==> config.mk <==
export PLATFORM = sky130hd
export DESIGN_NAME = spi_cmd_decoder
export DESIGN_NICKNAME = d
export VERILOG_FILES = /design/src/rtl/spi_cmd_decoder_pkg.sv /design/src/rtl/spi_cmd_decoder_edge.sv /design/src/rtl/spi_cmd_decoder.sv
export SDC_FILE = /design/constraint.sdc
export NUM_CORES = 1
export LEC_CHECK = 0
export BUFFER_PORTS_ARGS = -buffer_cell sky130_fd_sc_hd__buf_2
export CAP_MARGIN = 20
export CELL_PAD_IN_SITES_DETAIL_PLACEMENT = 0
export CELL_PAD_IN_SITES_GLOBAL_PLACEMENT = 1
export CORE_MARGIN = 1
export CORE_UTILIZATION = 31
export DETAILED_ROUTE_END_ITERATION = 7
export GPL_TIMING_DRIVEN = 0
export MAX_ROUTING_LAYER = met4
export PLACE_DENSITY_LB_ADDON = 0.1
export SLEW_MARGIN = 20
export SYNTH_ARGS = -nofsm -noshare
export SYNTH_HDL_FRONTEND = slang
export SYNTH_SLANG_ARGS = --single-unit
==> constraint.sdc <==
create_clock -name clk -period 2.1 [get_ports clk]
set_input_delay 0.105 -clock clk [delete_from_list [all_inputs] [get_ports clk]]
set_output_delay 0.105 -clock clk [all_outputs]
set_load 0.005 [all_outputs]
==> src/rtl/spi_cmd_decoder_pkg.sv <==
// Shared definitions for the SPI command decoder: opcodes, reply tags,
// FSM state encoding and a helper that builds the error reply word.
package spi_cmd_pkg;

    localparam logic [7:0] OP_NOP     = 8'h00;
    localparam logic [7:0] OP_WRITE   = 8'h01;
    localparam logic [7:0] OP_READ    = 8'h02;
    localparam logic [7:0] OP_STATUS  = 8'h03;

    localparam logic [7:0] TAG_WR_ACK = 8'hA1;
    localparam logic [7:0] TAG_ERR    = 8'hEE;

    typedef enum logic [1:0] {
        ST_IDLE       = 2'd0,
        ST_WR_PAYLOAD = 2'd1,
        ST_RD_DUMMY   = 2'd2
    } state_e;

    // Reply for a rejected command: error tag, opcode echoed in the low byte.
    function automatic logic [63:0] err_reply(input logic [7:0] opcode);
        return {TAG_ERR, 48'd0, opcode};
    endfunction

endpackage

==> src/rtl/spi_cmd_decoder_edge.sv <==
// Rising-edge strobe for the SPI word receiver's "word held" level.
// A level that is already high while reset is asserted is masked until it
// has been seen low once, so a stale word never produces a strobe.
module spi_cmd_edge (
    input  logic clk,
    input  logic reset,
    input  logic word_received,
    output logic word_strobe
);

    logic word_received_q;
    logic word_received_d;
    logic block_q;
    logic block_d;

    // Next-state for the delayed level and the post-reset mask.
    always_comb begin
        word_received_d = word_received;
        block_d         = block_q & word_received;
    end

    // Edge-detect and mask registers; the mask captures the level during reset.
    always_ff @(posedge clk) begin
        if (reset) begin
            word_received_q <= 1'b0;
            block_q         <= word_received;
        end else begin
            word_received_q <= word_received_d;
            block_q         <= block_d;
        end
    end

    assign word_strobe = word_received & ~word_received_q & ~block_q;

endmodule

==> src/rtl/spi_cmd_decoder.sv <==
// SPI command decoder: decodes 64-bit command words from an SPI word
// receiver, maintains a 64-bit configuration register file and produces
// reply words for the SPI transmitter.
// Optional feature: define CMD_ERR_COUNT_EN to implement a saturating
// 16-bit rejected-command counter reported by STATUS.
module spi_cmd_decoder
    import spi_cmd_pkg::*;
#(
    parameter int          NUM_REGS = 8,
    parameter logic [7:0]  VERSION  = 8'h01
) (
    input  logic                     clk,
    input  logic                     reset,
    input  logic                     word_received,
    input  logic [63:0]              word_data_received,
    output logic [63:0]              word_send_data,
    output logic [64*NUM_REGS-1:0]   cfg_regs,
    output logic                     cfg_wr_stb,
    output logic [7:0]               cfg_wr_addr,
    output logic                     cmd_error,
    output logic                     busy
);

    localparam logic [8:0] ADDR_LIMIT = 9'(NUM_REGS);

    logic        word_strobe;
    logic [7:0]  opcode;
    logic [7:0]  cmd_addr;
    logic        addr_ok;
    logic [63:0] rd_data;
    logic [15:0] err_field;

    state_e      state_q, state_d;
    logic [7:0]  addr_q, addr_d;
    logic [63:0] word_send_data_q, word_send_data_d;
    logic        cfg_wr_stb_q, cfg_wr_stb_d;
    logic [7:0]  cfg_wr_addr_q, cfg_wr_addr_d;
    logic        cmd_error_q, cmd_error_d;
    logic        busy_q, busy_d;
    logic        reg_wr_en;
    logic [63:0] regs_q [NUM_REGS];
    logic [63:0] regs_d [NUM_REGS];

    spi_cmd_edge u_edge (
        .clk           (clk),
        .reset         (reset),
        .word_received (word_received),
        .word_strobe   (word_strobe)
    );

    assign opcode   = word_data_received[63:56];
    assign cmd_addr = word_data_received[7:0];
    assign addr_ok  = ({1'b0, cmd_addr} < ADDR_LIMIT);

    // Register read mux; out-of-range addresses never reach the reply.
    always_comb begin
        rd_data = 64'd0;
        for (int i = 0; i < NUM_REGS; i++) begin
            if (cmd_addr == 8'(i)) begin
                rd_data = regs_q[i];
            end else begin
                rd_data = rd_data;
            end
        end
    end

    // Command FSM next-state and reply/strobe outputs; acts only on a strobe.
    always_comb begin
        state_d          = state_q;
        addr_d           = addr_q;
        word_send_data_d = word_send_data_q;
        cfg_wr_stb_d     = 1'b0;
        cfg_wr_addr_d    = cfg_wr_addr_q;
        cmd_error_d      = 1'b0;
        reg_wr_en        = 1'b0;
        if (word_strobe) begin
            case (state_q)
                ST_IDLE: begin
                    case (opcode)
                        OP_NOP: begin
                            word_send_data_d = 64'd0;
                        end
                        OP_WRITE: begin
                            if (addr_ok) begin
                                addr_d           = cmd_addr;
                                state_d          = ST_WR_PAYLOAD;
                                word_send_data_d = {TAG_WR_ACK, 48'd0, cmd_addr};
                            end else begin
                                cmd_error_d      = 1'b1;
                                word_send_data_d = err_reply(opcode);
                            end
                        end
                        OP_READ: begin
                            if (addr_ok) begin
                                state_d          = ST_RD_DUMMY;
                                word_send_data_d = rd_data;
                            end else begin
                                cmd_error_d      = 1'b1;
                                word_send_data_d = err_reply(opcode);
                            end
                        end
                        OP_STATUS: begin
                            word_send_data_d = {VERSION, 8'(NUM_REGS), err_field, 32'd0};
                        end
                        default: begin
                            cmd_error_d      = 1'b1;
                            word_send_data_d = err_reply(opcode);
                        end
                    endcase
                end
                ST_WR_PAYLOAD: begin
                    // Payload is stored whole; its top byte is not an opcode.
                    reg_wr_en        = 1'b1;
                    cfg_wr_stb_d     = 1'b1;
                    cfg_wr_addr_d    = addr_q;
                    word_send_data_d = word_data_received;
                    state_d          = ST_IDLE;
                end
                ST_RD_DUMMY: begin
                    word_send_data_d = 64'd0;
                    state_d          = ST_IDLE;
                end
                default: begin
                    word_send_data_d = 64'd0;
                    state_d          = ST_IDLE;
                end
            endcase
        end else begin
            state_d = state_q;
        end
        busy_d = (state_d != ST_IDLE);
    end

    // Register file next value: single write port at the latched address.
    always_comb begin
        regs_d = regs_q;
        for (int i = 0; i < NUM_REGS; i++) begin
            if (reg_wr_en && (addr_q == 8'(i))) begin
                regs_d[i] = word_data_received;
            end else begin
                regs_d[i] = regs_q[i];
            end
        end
    end

    // FSM state, registered outputs and register file.
    always_ff @(posedge clk) begin
        if (reset) begin
            state_q          <= ST_IDLE;
            addr_q           <= 8'd0;
            word_send_data_q <= 64'd0;
            cfg_wr_stb_q     <= 1'b0;
            cfg_wr_addr_q    <= 8'd0;
            cmd_error_q      <= 1'b0;
            busy_q           <= 1'b0;
            for (int i = 0; i < NUM_REGS; i++) begin
                regs_q[i] <= 64'd0;
            end
        end else begin
            state_q          <= state_d;
            addr_q           <= addr_d;
            word_send_data_q <= word_send_data_d;
            cfg_wr_stb_q     <= cfg_wr_stb_d;
            cfg_wr_addr_q    <= cfg_wr_addr_d;
            cmd_error_q      <= cmd_error_d;
            busy_q           <= busy_d;
            regs_q           <= regs_d;
        end
    end

`ifdef CMD_ERR_COUNT_EN
    logic [15:0] err_count_q, err_count_d;

    // Saturating count of rejected commands.
    always_comb begin
        if (cmd_error_d && (err_count_q != 16'hFFFF)) begin
            err_count_d = err_count_q + 16'd1;
        end else begin
            err_count_d = err_count_q;
        end
    end

    // Error counter register.
    always_ff @(posedge clk) begin
        if (reset) begin
            err_count_q <= 16'd0;
        end else begin
            err_count_q <= err_count_d;
        end
    end

    assign err_field = err_count_q;
`else
    assign err_field = 16'd0;
`endif

    for (genvar gi = 0; gi < NUM_REGS; gi++) begin : g_cfg_flat
        assign cfg_regs[64*gi +: 64] = regs_q[gi];
    end

    assign word_send_data = word_send_data_q;
    assign cfg_wr_stb     = cfg_wr_stb_q;
    assign cfg_wr_addr    = cfg_wr_addr_q;
    assign cmd_error      = cmd_error_q;
    assign busy           = busy_q;

endmodule

==> impl_results.md <==
- Status: complete, but fails checks
- Failing checks: negative setup slack
- Origin of the critical flop-to-flop path: state_q[0]
- RSZ-0062 raised after global routing: yes
- Mean number of vias per cell: 5.54
- EDFF count, synth: 0
- Internal power: 18.9 mW
- Fmax: 469 MHz
- CP endpoint kind: register
- Sequential Power Share: 44.4%
- CP arrival: 2590 ps
- RePlAce Congestion: 0.979
- H-tree depth: 3
- Routed WL: 163000 um
- Yosys Warn Count: 0
- Core ar.: 85100 um2
- Worst R2R End: cfg_regs[234]
- Largest fanout on the critical path: 10
- Period utilization: 102%
- Post-Syn Area per Cell: 7.75 um2
- Measured slew at the worst slew-check pin: 1180 ps
- Grt ovf: 0
- Post-synth ARST share: 0%
- Global Route Usage Sum: 37.2%
- FILL cells: 9056
- Cells after synthesis: 3433
- Area Growth Syn to Fin: 33.3%
- Combinational Power Share: 7.2%
- Worst vdd ir: 503 uV
- Core Util, Final: 41.7%
- Row cnt: 107
- Die ar.: 87000 um2
- Yosys reg bits: 599
- CTS Buffer Depth: 3
- Pwr/cell area: 726 nW/um2
- Initial DRC Count: 2936
- Die Ht: 295 um
- Post-synthesis sequential area ratio: 45.1%
- Crit Path Class: register to register
- Syn_nets: 3500
- Commonest non-fill, non-tap cell in the layout: nand2_1
- Post-DP HPWL: 118000 um
- Cell area after layout: 35500 um2
- Required time of the critical path: 2560 ps
- Rel. slew slack: 21.6%
- Fin. Hold Viols: 0
- Worst Hold Path EP: cfg_regs[426]
- Post-route total power: 25.8 mW
- Max Slew Vio Count: 0
- Worst hold path startpoint: word_data_received[42]
- DP Worst Slack: -1450 ps
- Final worst setup slack: -33.6 ps
- Net Sw Power: 6.84 mW
- Pin count of the biggest net entering global routing: 13
- Vias: 29800
- CTS Sinks: 599
- Antenna-violating nets left: 0
- Clock share of power: 48.4%
- Lkg Pwr: 14.0 nW
- Reg clk slew, reported paths: 60 ps
- Top FF cell, synth: dfxtp_1
- Minimum clock period: 2130 ps
- DR pass1 iterations: 7
- Worst-Skew Late Latency: 630 ps
- # IOs: 654
- Hold Crit Depth: 3
- CTS Buf Count: 72
- FF-to-FF path depth: 9
- Vias in the first global route: 27400
- # nets final: 4251
- Most frequent cells in the layout: nand2_1 (1089), buf_2 (629), dfxtp_1 (596), a21oi_1 (546), clkbuf_1 (177)
- First-pass GRT wire length: 220000 um
- # setup viols final: 39
- CP startpoint kind: register
- CTS tree: yes
- Port Buffer Count: 601
- Netlist cell types: 70
- Chip Width: 295 um
- Critical path launch point: state_q[0]
- Root buf cell: clkbuf_16
- Drt wl/cell: 30.3 um
- Post-Route Skew: 26.5 ps
- Synth Cell Area: 26600 um2
- Max-cap violations: 0
- Residual DRC count: 0
- Initial Utilization: 31.2%
- Post-placement cell area: 31300 um2
- Initial antenna violation count: 3
- Switching Fraction: 26.6%
- Min-delay worst type: primary input to register
- Layout cell share with drive strength beyond 1: 25.6%
- Register-to-register setup slack: -30 ps
## logic make-up (layout without fill, tap and decap cells)
family | after synthesis | after routing | share of synthesized area (%)
compound gates | 863 | 863 | 18.9
xor+xnor | 1 | 1 | 0.0329
buf+inv | 362 | 1160 | 5.22
flops | 599 | 599 | 45.1
mux | 174 | 174 | 8.85
other cells | 0 | 4 | 0
simple gates | 1434 | 1434 | 21.9
## Yosys cell counts (all sizes together) (6+ instances only)
cell     count  share of area (%)
and2         8               0.19
a31o         7               0.23
nor2b       14               0.33
a21o        37                1.0
inv          6              0.085
a21oi      568                 11
o21ai       63                1.2
nor3        61                1.2
mux2        10               0.42
o2bb2ai      7               0.23
nand2     1121                 16
buf         58               0.94
dfxtp      599                 45
o41ai       35                1.2
mux4        48                4.1
o22a        34                1.1
or4          6               0.17
nand3       88                1.7
mux2i      116                4.4
clkbuf     296                4.2
or3          6               0.14
o22ai       19               0.45
a31oi       19               0.45
nand2b      10               0.24
a211oi      11               0.31
a211o        6               0.20
nor2        91                1.3
## final cells by class
class | instances | area [um2] | share of cell area (%)
diodes | 4 | 10.0 | 0.0282
inverters | 8 | 31.3 | 0.0882
well taps | 1144 | 1430 | 4.04
flip-flops and latches | 599 | 12000 | 33.8
clock buffers | 107 | 2110 | 5.96
plain buffers | 348 | 2160 | 6.10
multi-input cells | 2472 | 13700 | 38.5
repair buffers | 683 | 3940 | 11.1
clock inverters | 14 | 124 | 0.349
## per-stage QoR
stage	std cells	TNS, ps	hold slack, ps
6_report	5379	-559	16.1
5_1_grt	5378	-3440	35.4
4_1_cts	5377	-509	0.530
3_5_place_dp	5188	-562250	349
3_3_place_gp	5178	-883440	344
2_1_floorplan	3433	0	223
## timing repair
action / in CTS / in global routing
pin swaps: 14 / 22
endpoints found under the hold margin: 369 / 0
hold buffers: 47 / 0
gates cloned: 3 / 1
endpoints found under the setup margin: 596 / 530
gates resized for setup: 271 / 278
setup buffers: 22 / 0
## power by group through the flow
stage	Clock, mW	Sequential, mW	Combinational, mW
after global placement	0	11.7	1.70
final	12.5	11.4	1.86
after global routing	13.0	11.4	1.91
after floorplan	0	11.7	0.863
after CTS	12.6	11.4	1.81
after detailed placement	0	11.7	1.70
## sequential cells by signal, summed over array words and instances, names as in the netlist
name / flops
u_edge.word_received_q: 1
cfg_regs: 512
busy: 1
cfg_wr_stb: 1
u_edge.block_q: 1
cmd_error: 1
word_send_data: 64
cfg_wr_addr: 8
addr_q: 8
state_q: 2
## per-layer routing
layer | GRT usage [%] | part of all wire [%] | vias up
met5 | - | 0 | -
met1 | 45.9 | 40 | 14600
met3 | 8.46 | 9.2 | 333
met2 | 58.2 | 46 | 1619
met4 | 15.5 | 4.7 | 0
li1 | - | - | 13200
## worst max path at each step
stage | to | slack [ps] | depth (start not counted)
6_report | cfg_regs[234] | -30 | 9
3_5_place_dp | word_send_data[50] | -1450 | 8
4_1_cts | cfg_regs[216] | -50 | 10
2_1_floorplan | cfg_regs[131] | 190 | 7
5_1_grt | cfg_regs[244] | -90 | 10
3_3_place_gp | cfg_regs[173] | -2150 | 6
## critical path, stage by stage, from the launching register on
cell and delay [ps]:
dfxtp_2 380, nor2b_4 230, nand4_1 120, buf_6 160, buf_6 130, or3_4 400
clkbuf_16 240, buf_12 180, nand2_1 70, a21oi_1 60
Note: power is estimated with default switching activity, not from simulation.
